--- src/rtl/port_route_arb.sv ---
// port_route_arb: five-port XY router stage for one mesh tile.
// Each input owns a one-word holding register. The route of a held word
// is derived from its destination every cycle and never stored. A
// round-robin arbiter per output picks one held word, and the chosen
// word is registered onto that output for exactly one cycle.

module port_route_arb #(
   parameter logic [2:0] MY_X = 3'd2,
   parameter logic [2:0] MY_Y = 3'd2
) (
   input  logic       clk,
   input  logic       rst,
   input  logic [9:0] nin,
   input  logic [9:0] sin,
   input  logic [9:0] ein,
   input  logic [9:0] win,
   input  logic [9:0] lin,
   output logic       nrdy,
   output logic       srdy,
   output logic       erdy,
   output logic       wrdy,
   output logic       lrdy,
   output logic [9:0] nout,
   output logic [9:0] sout,
   output logic [9:0] eout,
   output logic [9:0] wout,
   output logic [9:0] lout,
   output logic [7:0] conf_cnt
);

   // Port indices double as the route codes carried on the outputs.
   localparam logic [2:0] PORT_N = 3'b000;
   localparam logic [2:0] PORT_S = 3'b001;
   localparam logic [2:0] PORT_E = 3'b010;
   localparam logic [2:0] PORT_W = 3'b011;
   localparam logic [2:0] PORT_L = 3'b100;
   localparam int         NPORT  = 5;

   logic [9:0] in_word [NPORT];
   logic [4:0] held;
   logic [5:0] dest    [NPORT];
   logic [2:0] route   [NPORT];
   logic [2:0] ptr     [NPORT];
   logic [4:0] req     [NPORT];
   logic [4:0] grant_any;
   logic [2:0] winner  [NPORT];
   logic [4:0] granted;
   logic [4:0] rdy;
   logic [4:0] accept;
   logic       conflict;
   logic [9:0] out_reg [NPORT];
   logic [7:0] conf_reg;

   // Bits [8:6] of every input word carry nothing this stage uses.
   logic unused_bits;
   assign unused_bits = ^{nin[8:6], sin[8:6], ein[8:6], win[8:6], lin[8:6]};

   assign in_word[0] = nin;
   assign in_word[1] = sin;
   assign in_word[2] = ein;
   assign in_word[3] = win;
   assign in_word[4] = lin;

   assign {lrdy, wrdy, erdy, srdy, nrdy} = rdy;

   assign nout     = out_reg[0];
   assign sout     = out_reg[1];
   assign eout     = out_reg[2];
   assign wout     = out_reg[3];
   assign lout     = out_reg[4];
   assign conf_cnt = conf_reg;

   // Adds an offset to a port index, wrapping around the five ports.
   function automatic logic [2:0] wrap_add(input logic [2:0] base, input logic [2:0] step);
      logic [3:0] sum;
      sum = {1'b0, base} + {1'b0, step};
      if (sum >= 4'd5) begin
         sum = sum - 4'd5;
      end
      return sum[2:0];
   endfunction

   // XY dimension-order routing: resolve X first, then Y, then deliver locally.
   always_comb begin
      for (int i = 0; i < NPORT; i++) begin
         route[i] = PORT_L;
         if (dest[i][5:3] > MY_X) begin
            route[i] = PORT_E;
         end else if (dest[i][5:3] < MY_X) begin
            route[i] = PORT_W;
         end else if (dest[i][2:0] > MY_Y) begin
            route[i] = PORT_N;
         end else if (dest[i][2:0] < MY_Y) begin
            route[i] = PORT_S;
         end
      end
   end

   // Request matrix: a held word requests exactly the output its route names.
   always_comb begin
      for (int o = 0; o < NPORT; o++) begin
         req[o] = '0;
         for (int i = 0; i < NPORT; i++) begin
            req[o][i] = held[i] && (route[i] == 3'(o));
         end
      end
   end

   // Round-robin pick per output, scanning upward from its pointer.
   always_comb begin
      for (int o = 0; o < NPORT; o++) begin
         grant_any[o] = 1'b0;
         winner[o]    = 3'd0;
         for (int k = 0; k < NPORT; k++) begin
            if (!grant_any[o] && req[o][wrap_add(ptr[o], 3'(k))]) begin
               grant_any[o] = 1'b1;
               winner[o]    = wrap_add(ptr[o], 3'(k));
            end
         end
      end
   end

   // Fold per-output grants back onto inputs; each input asks for one output only.
   always_comb begin
      granted = '0;
      for (int o = 0; o < NPORT; o++) begin
         if (grant_any[o]) begin
            granted[winner[o]] = 1'b1;
         end
      end
   end

   // A cycle is a conflict cycle if any output sees two or more requesters.
   always_comb begin
      conflict = 1'b0;
      for (int o = 0; o < NPORT; o++) begin
         if ((req[o] & (req[o] - 5'd1)) != 5'd0) begin
            conflict = 1'b1;
         end
      end
   end

   // Ready depends on registered state only, so there is no path from any input word.
   always_comb begin
      rdy    = ~held | granted;
      accept = '0;
      for (int i = 0; i < NPORT; i++) begin
         accept[i] = in_word[i][9] & rdy[i];
      end
   end

   // Holding registers: load on accept, drain on grant, reload when both happen.
   always_ff @(posedge clk) begin
      if (rst) begin
         held <= '0;
         for (int i = 0; i < NPORT; i++) begin
            dest[i] <= 6'd0;
         end
      end else begin
         for (int i = 0; i < NPORT; i++) begin
            if (accept[i]) begin
               held[i] <= 1'b1;
               dest[i] <= in_word[i][5:0];
            end else if (granted[i]) begin
               held[i] <= 1'b0;
            end
         end
      end
   end

   // Pointers move just past the winner so the next scan starts with its neighbour.
   always_ff @(posedge clk) begin
      if (rst) begin
         for (int o = 0; o < NPORT; o++) begin
            ptr[o] <= 3'd0;
         end
      end else begin
         for (int o = 0; o < NPORT; o++) begin
            if (grant_any[o]) begin
               ptr[o] <= wrap_add(winner[o], 3'd1);
            end
         end
      end
   end

   // Output registers carry a single-cycle pulse for each granted word.
   always_ff @(posedge clk) begin
      if (rst) begin
         for (int o = 0; o < NPORT; o++) begin
            out_reg[o] <= 10'd0;
         end
      end else begin
         for (int o = 0; o < NPORT; o++) begin
            if (grant_any[o]) begin
               out_reg[o] <= {1'b1, 3'(o), dest[winner[o]]};
            end else begin
               out_reg[o] <= 10'd0;
            end
         end
      end
   end

   // Conflict counter counts cycles, not outputs, and sticks at its maximum.
   always_ff @(posedge clk) begin
      if (rst) begin
         conf_reg <= 8'd0;
      end else if (conflict && (conf_reg != 8'hFF)) begin
         conf_reg <= conf_reg + 8'd1;
      end
   end

endmodule

--- config.mk ---
export PLATFORM = sky130hd
export DESIGN_NAME = port_route_arb
export DESIGN_NICKNAME = d
export VERILOG_FILES = /design/src/rtl/port_route_arb.sv
export SDC_FILE = /design/constraint.sdc
export NUM_CORES = 1
export LEC_CHECK = 0
export ABC_AREA = 0
export ABC_CLOCK_PERIOD_IN_PS = 6600
export CAP_MARGIN = 20
export CORE_AREA = 2 2 154 126
export DETAILED_ROUTE_END_ITERATION = 12
export DIE_AREA = 0 0 156 128
export HOLD_SLACK_MARGIN = 0.05
export PLACE_DENSITY_LB_ADDON = 0.05
export SETUP_SLACK_MARGIN = 0.4
export SLEW_MARGIN = 20
export SYNTH_ARGS = -nofsm -noshare
export SYNTH_HDL_FRONTEND = slang
export SYNTH_SLANG_ARGS = --single-unit
--- constraint.sdc ---
create_clock -name clk -period 6.6 [get_ports clk]
set_input_delay 0.66 -clock clk [delete_from_list [all_inputs] [get_ports clk]]
set_output_delay 0.66 -clock clk [all_outputs]
set_load 0.05 [all_outputs]
== After elaboration in Yosys (flattened, before gate mapping) ==
Memory sizes are Yosys's and may differ from the RTL's.
Index checks and enable logic that the tools add are counted.

* Input port bits: 52
* Bits in writable memories: 95
* Register bits: 13
* Memories kept: 3
* Output and inout bits: 63
* Word-level logic and storage cells: 555

{| class="wikitable"
|+ Memory list
! memory !! words !! width !! read ports !! clocked after Yosys merged registers in !! write ports !! line !! text
|-
| out_reg || 5 || 10 || 5 || 0 || 5 || 51 || <nowiki>logic [9:0] out_reg [NPORT];</nowiki>
|-
| dest || 5 || 6 || 10 || 0 || 5 || 41 || <nowiki>logic [5:0] dest [NPORT];</nowiki>
|-
| ptr || 5 || 3 || 5 || 0 || 5 || 43 || <nowiki>logic [2:0] ptr [NPORT];</nowiki>
|}

* Muxes and demuxes: 257
* Equality and inequality tests: 21
* $lt $le $gt $ge: 85
* Add/subtract/negate cells: 61
* Reduce and logical (&&, ||, !) cells: 86
* Bitwise logic cells: 36

{| class="wikitable"
|+ Operators with widths
! kind !! count
|-
| 3-bit two-way mux || 90
|-
| 3-bit by 4-bit less-than comparator with 1-bit output (second input constant) || 30
|-
| 1-bit two-way mux || 117
|-
| 4-bit by 3-bit greater-or-equal comparator with 1-bit output (second input constant) || 25
|-
| 10-bit two-way mux || 10
|-
| 3-bit subtractor (second input constant) || 30
|-
| 1-bit binary-select mux with 3-bit select || 25
|-
| 1-bit logical AND || 51
|-
| 3-bit by 1-bit adder with 4-bit output (second input constant) || 10
|-
| 3-bit by 2-bit adder with 4-bit output (second input constant) || 10
|-
| 3-bit by 2-bit == test with 1-bit output (second input constant) || 10
|-
| 3-bit by 2-bit > comparator with 1-bit output (second input constant) || 10
|-
| 3-bit by 2-bit less-than comparator with 1-bit output (second input constant) || 10
|-
| 6-bit two-way mux || 5
|-
| 5-bit bitwise AND || 5
|-
| 5-bit two-way mux || 5
|-
| 5-bit OR || 5
|-
| 5-bit nonzero test || 5
|-
| 5-bit by 1-bit subtractor with 5-bit output (second input constant) || 5
|-
| 3-bit by 3-bit adder with 4-bit output (second input constant) || 5
|-
| 1-bit logical NOT || 20
|-
| 1-bit OR || 20
|-
| 1-bit demux with 3-bit select || 5
|-
| 3-bit by 1-bit == test with 1-bit output (second input constant) || 5
|-
| 9 further kinds || 33
|}

== Longest topological paths before layout ==
An unclocked memory read counts as a cell.

* Depth in word-level cells: 42
* Gate-level depth with buffers: 20
* Depth with buffers taken out: 19

== Worst setup path before layout ==
No wires, ideal clock.

* Path kind: register to register
* Start: mem ptr[2][0], in the netlist ptr[0][6]
* End: mem dest[0][0] (data pin)
* Clock period less this slack: 5.157 ns
* Arrival: 4.897 ns
* Stages on the path, launching flop included: 18
* Required time: 6.340 ns
* Path slack: 1.443 ns
* Library setup time: 0.260 ns
* Path buffers: 4
* Cells stage by stage: edfxtp_1 -> buf_2 -> clkinv_1 -> ha_1 -> buf_2 -> clkinv_1 -> o21ai_1 -> mux4_2 -> nor4_4 -> nand2_2 -> or3_1 -> and2_1 -> buf_6 -> or4_4 -> and2_4 -> a2111oi_4 -> buf_6 -> a21oi_1

{| class="wikitable"
|+ RTL lines
! element !! line
|-
| start: declaration || 43
|-
| end: declaration || 41
|}

==> run summary <==
RSZ-0062 raised after global routing - yes
Slowest-stage cell, CP - clkdlybuf4s50_1
fmax - 168 MHz
synth unique cells - 107
I/O pin cnt - 115
Die Y-Extent - 128 um
flip-flop and latch count after synthesis - 93
CTS buffer count - 9
DRT antenna net count - 0
Tmin final - 5960 ps
RD Place Congestion - 0.963
max FFs per register - 35
fin. max-slew vios - 0
Final Skew - 17.0 ps
DR vias - 10600
main flop type after synthesis - edfxtp_1
number of H-tree levels - 3
Post-Syn Instances - 1283
input/output buffers - 89
Initial Util - 57.4%
main combinational cell family by area after synthesis - compound AO/OA/AOI/OAI gates
slowest stage delay, CP - 730 ps
GRT overflow - 0
final design area excluding fillers - 12200 um^2
Area after DPL - 11800 um^2
total core area - 18500 um^2
post-synthesis sequential area ratio - 24.4%
fin nets - 1500
YS warnings - 0
total track usage - 31.8%
drt initial violations - 1380
Pre-Repair DR Iteration Count - 7
antenna violations before repair - 0
Die X - 156 um
final hold vios - 0
vias in the first global route - 9435
DR DRC count - 0
placement row count - 45
Post-Syn Area - 10600 um^2
Slew HR - 44.9%
global-route wire length before repair - 50.6 mm
Cell Chain, Critical Path - clkinv_1, ha_2, clkinvlp_4, o21ai_2, mux4_2, nor4_4, nand2_2, or3_1, and2_1, or4_4, clkdlybuf4s50_1
register area - 2590 um^2
dpl hpwl - 24.6 mm
multi-input logic area - 7660 um^2
final setup fails - 0
Hold WC Path Type - flip-flop to flip-flop
non-filler instance count after layout - 1633
Setup crit start kind - flip-flop
Synth-to-Final Area Change - 14.5%
XOR/XNOR share of the synthesized area - 2.47%
Filler Cell Count - 1565
Antenna Cells - 0
vias per cell - 6.51
worst reg-to-reg setup slack - 1070 ps
# Max-Cap Violations - 0
Reg clk slew, reported paths - 80 ps
status - finished, final reports clean
mux cell area share after synthesis - 7.03%
Crit Path Class - flip-flop to output pin
Root Buffer - clkbuf_16
Worst-Margin Slew - 825 ps
Clk Latency, worst-skew pair - 360 ps
Synth Area in Adders - 7.01%
largest net degree at the start of global routing - 65
dpl cells - 1613
Async SR Flop Fraction - 0%
crit path DAT - 5300 ps
Clock Sinks - 93
drt total wl - 31.7 mm
complex-gate fraction of the synthesized area - 27.2%
simple logic cell fraction of the synthesized area - 26.3%
period utilisation layout - 90.3%
Syn Area/Cell - 8.29 um^2
die area - 20000 um^2
Critical Path RT - 5940 ps
DR WL/cell - 19.4 um
Crit. End Element - output pin
layout cells sized above 1 - 9.08%
Post-synth EDFFs - 73
Max Root-Sink Buffers - 2
Critical Path Fanout Max - 9
setup TNS - 0 ps
CTS tree - built
Util after Layout - 65.8%
cell type report:
type / count / area share, %
Sequential cell: 93 / 21.3
Inverter: 62 / 1.94
Multi-Input combinational cell: 1110 / 62.9
Timing Repair Buffer: 117 / 9.00
Clock inverter: 7 / 0.668
Tap cell: 235 / 2.41
Clock buffer: 9 / 1.85
cells in the mapped netlist (7+ instances only):
cell | count | area share [%]
o221ai_1 | 11 | 0.91
a211oi_1 | 14 | 0.99
buf_2 | 14 | 0.66
buf_4 | 16 | 1.1
a31oi_1 | 9 | 0.53
mux2i_1 | 59 | 5.5
or2_2 | 14 | 0.82
a22oi_1 | 8 | 0.56
clkbuf_1 | 27 | 0.95
o2111ai_1 | 8 | 0.66
nor3_1 | 40 | 1.9
a21oi_1 | 109 | 5.1
nand4_1 | 15 | 0.88
edfxtp_1 | 73 | 21
nand3_1 | 41 | 1.9
nand3b_1 | 7 | 0.49
a211o_1 | 7 | 0.58
ha_1 | 50 | 5.9
nor2_1 | 95 | 3.4
a21o_1 | 22 | 1.6
and3_1 | 9 | 0.53
nor4_1 | 9 | 0.53
or3_1 | 20 | 1.2
o211ai_1 | 15 | 1.1
xnor2_1 | 23 | 1.9
nor2b_1 | 28 | 1.6
o21ai_0 | 63 | 3.0
xor2_1 | 7 | 0.58
nor3b_1 | 8 | 0.56
nand2_1 | 82 | 2.9
inv_1 | 56 | 2.0
and2_1 | 24 | 1.4
o22a_1 | 7 | 0.58
o21a_1 | 8 | 0.56
o22ai_1 | 12 | 0.71
nand2b_1 | 58 | 3.4
o31ai_1 | 14 | 0.99
dfxtp_1 | 20 | 3.8
metal layers:
metal	GRT usage [%]	up-vias	share of wire, %
met2	43.9	592	40
met3	6.93	55	12
li1	-	5041	-
met5	0	-	0
met1	49.6	4938	46
met4	7.93	0	2.0
timing repair:
| item | in CTS | in global routing |
|---|---|---|
| setup buffers | 1 | 3 |
| setup endpoints to repair | 1 | 5 |
| hold buffers | 0 | 0 |
| resized for setup | 0 | 8 |
critical path: cells and delay by family, from the launching register on:
kind                     cells  cell delay, ps
adder cells (fa/ha/maj)      1             570
multiplexers                 1             630
flip-flops                   1             390
buffers and inverters        3            1310
AND/OR/NAND/NOR              5            1740
AO/OA/AOI/OAI                1             300
metrics by stage:
| step | hold WS [ps] | setup WS, ps |
|---|---|---|
| floorplan | 633 | 1440 |
| global placement | 494 | 868 |
| detailed placement | 505 | 802 |
| CTS | 519 | 407 |
| global route | 547 | 384 |
| finish | 511 | 642 |
final timing paths:
check | from | end | cells past startpoint
min reg2reg | conf_cnt[6] | conf_cnt[6] | 2
max reg2reg | ptr[0][6] | dest[3][5] | 16
min | conf_cnt[6] | conf_cnt[6] | 2
max | ptr[0][6] | lrdy | 11
layout by cell type, fill, tap and decap left out, drive strengths merged, types with 15 or more instances in the layout:
cell and count:
a21oi 114, nor2 96, clkdlybuf4s50 84, nand2 83
edfxtp 73, o21ai 64, inv 63, mux2i 59
nand2b 59, conb 50, ha 50, nand3 41
nor3 40, buf 31, nor2b 28, and2 26
xnor2 23, a21o 22, or3 20, dfxtp 20
nand4 16, o31ai 16, o211ai 15
cells by family (layout without fill, tap and decap cells):
kind of cell             after synthesis  count (layout)
XOR/XNOR                              30              30
AO/OA/AOI/OAI                        407             407
other                                  2              50
flip-flops                            93              93
AND/OR/NAND/NOR                      497             497
adder cells (fa/ha/maj)               57              57
buffers and inverters                128             195
multiplexers                          69              69
Power is not shown: default switching activity piles up to over one toggle a cycle in this logic, so the estimate is an artifact.
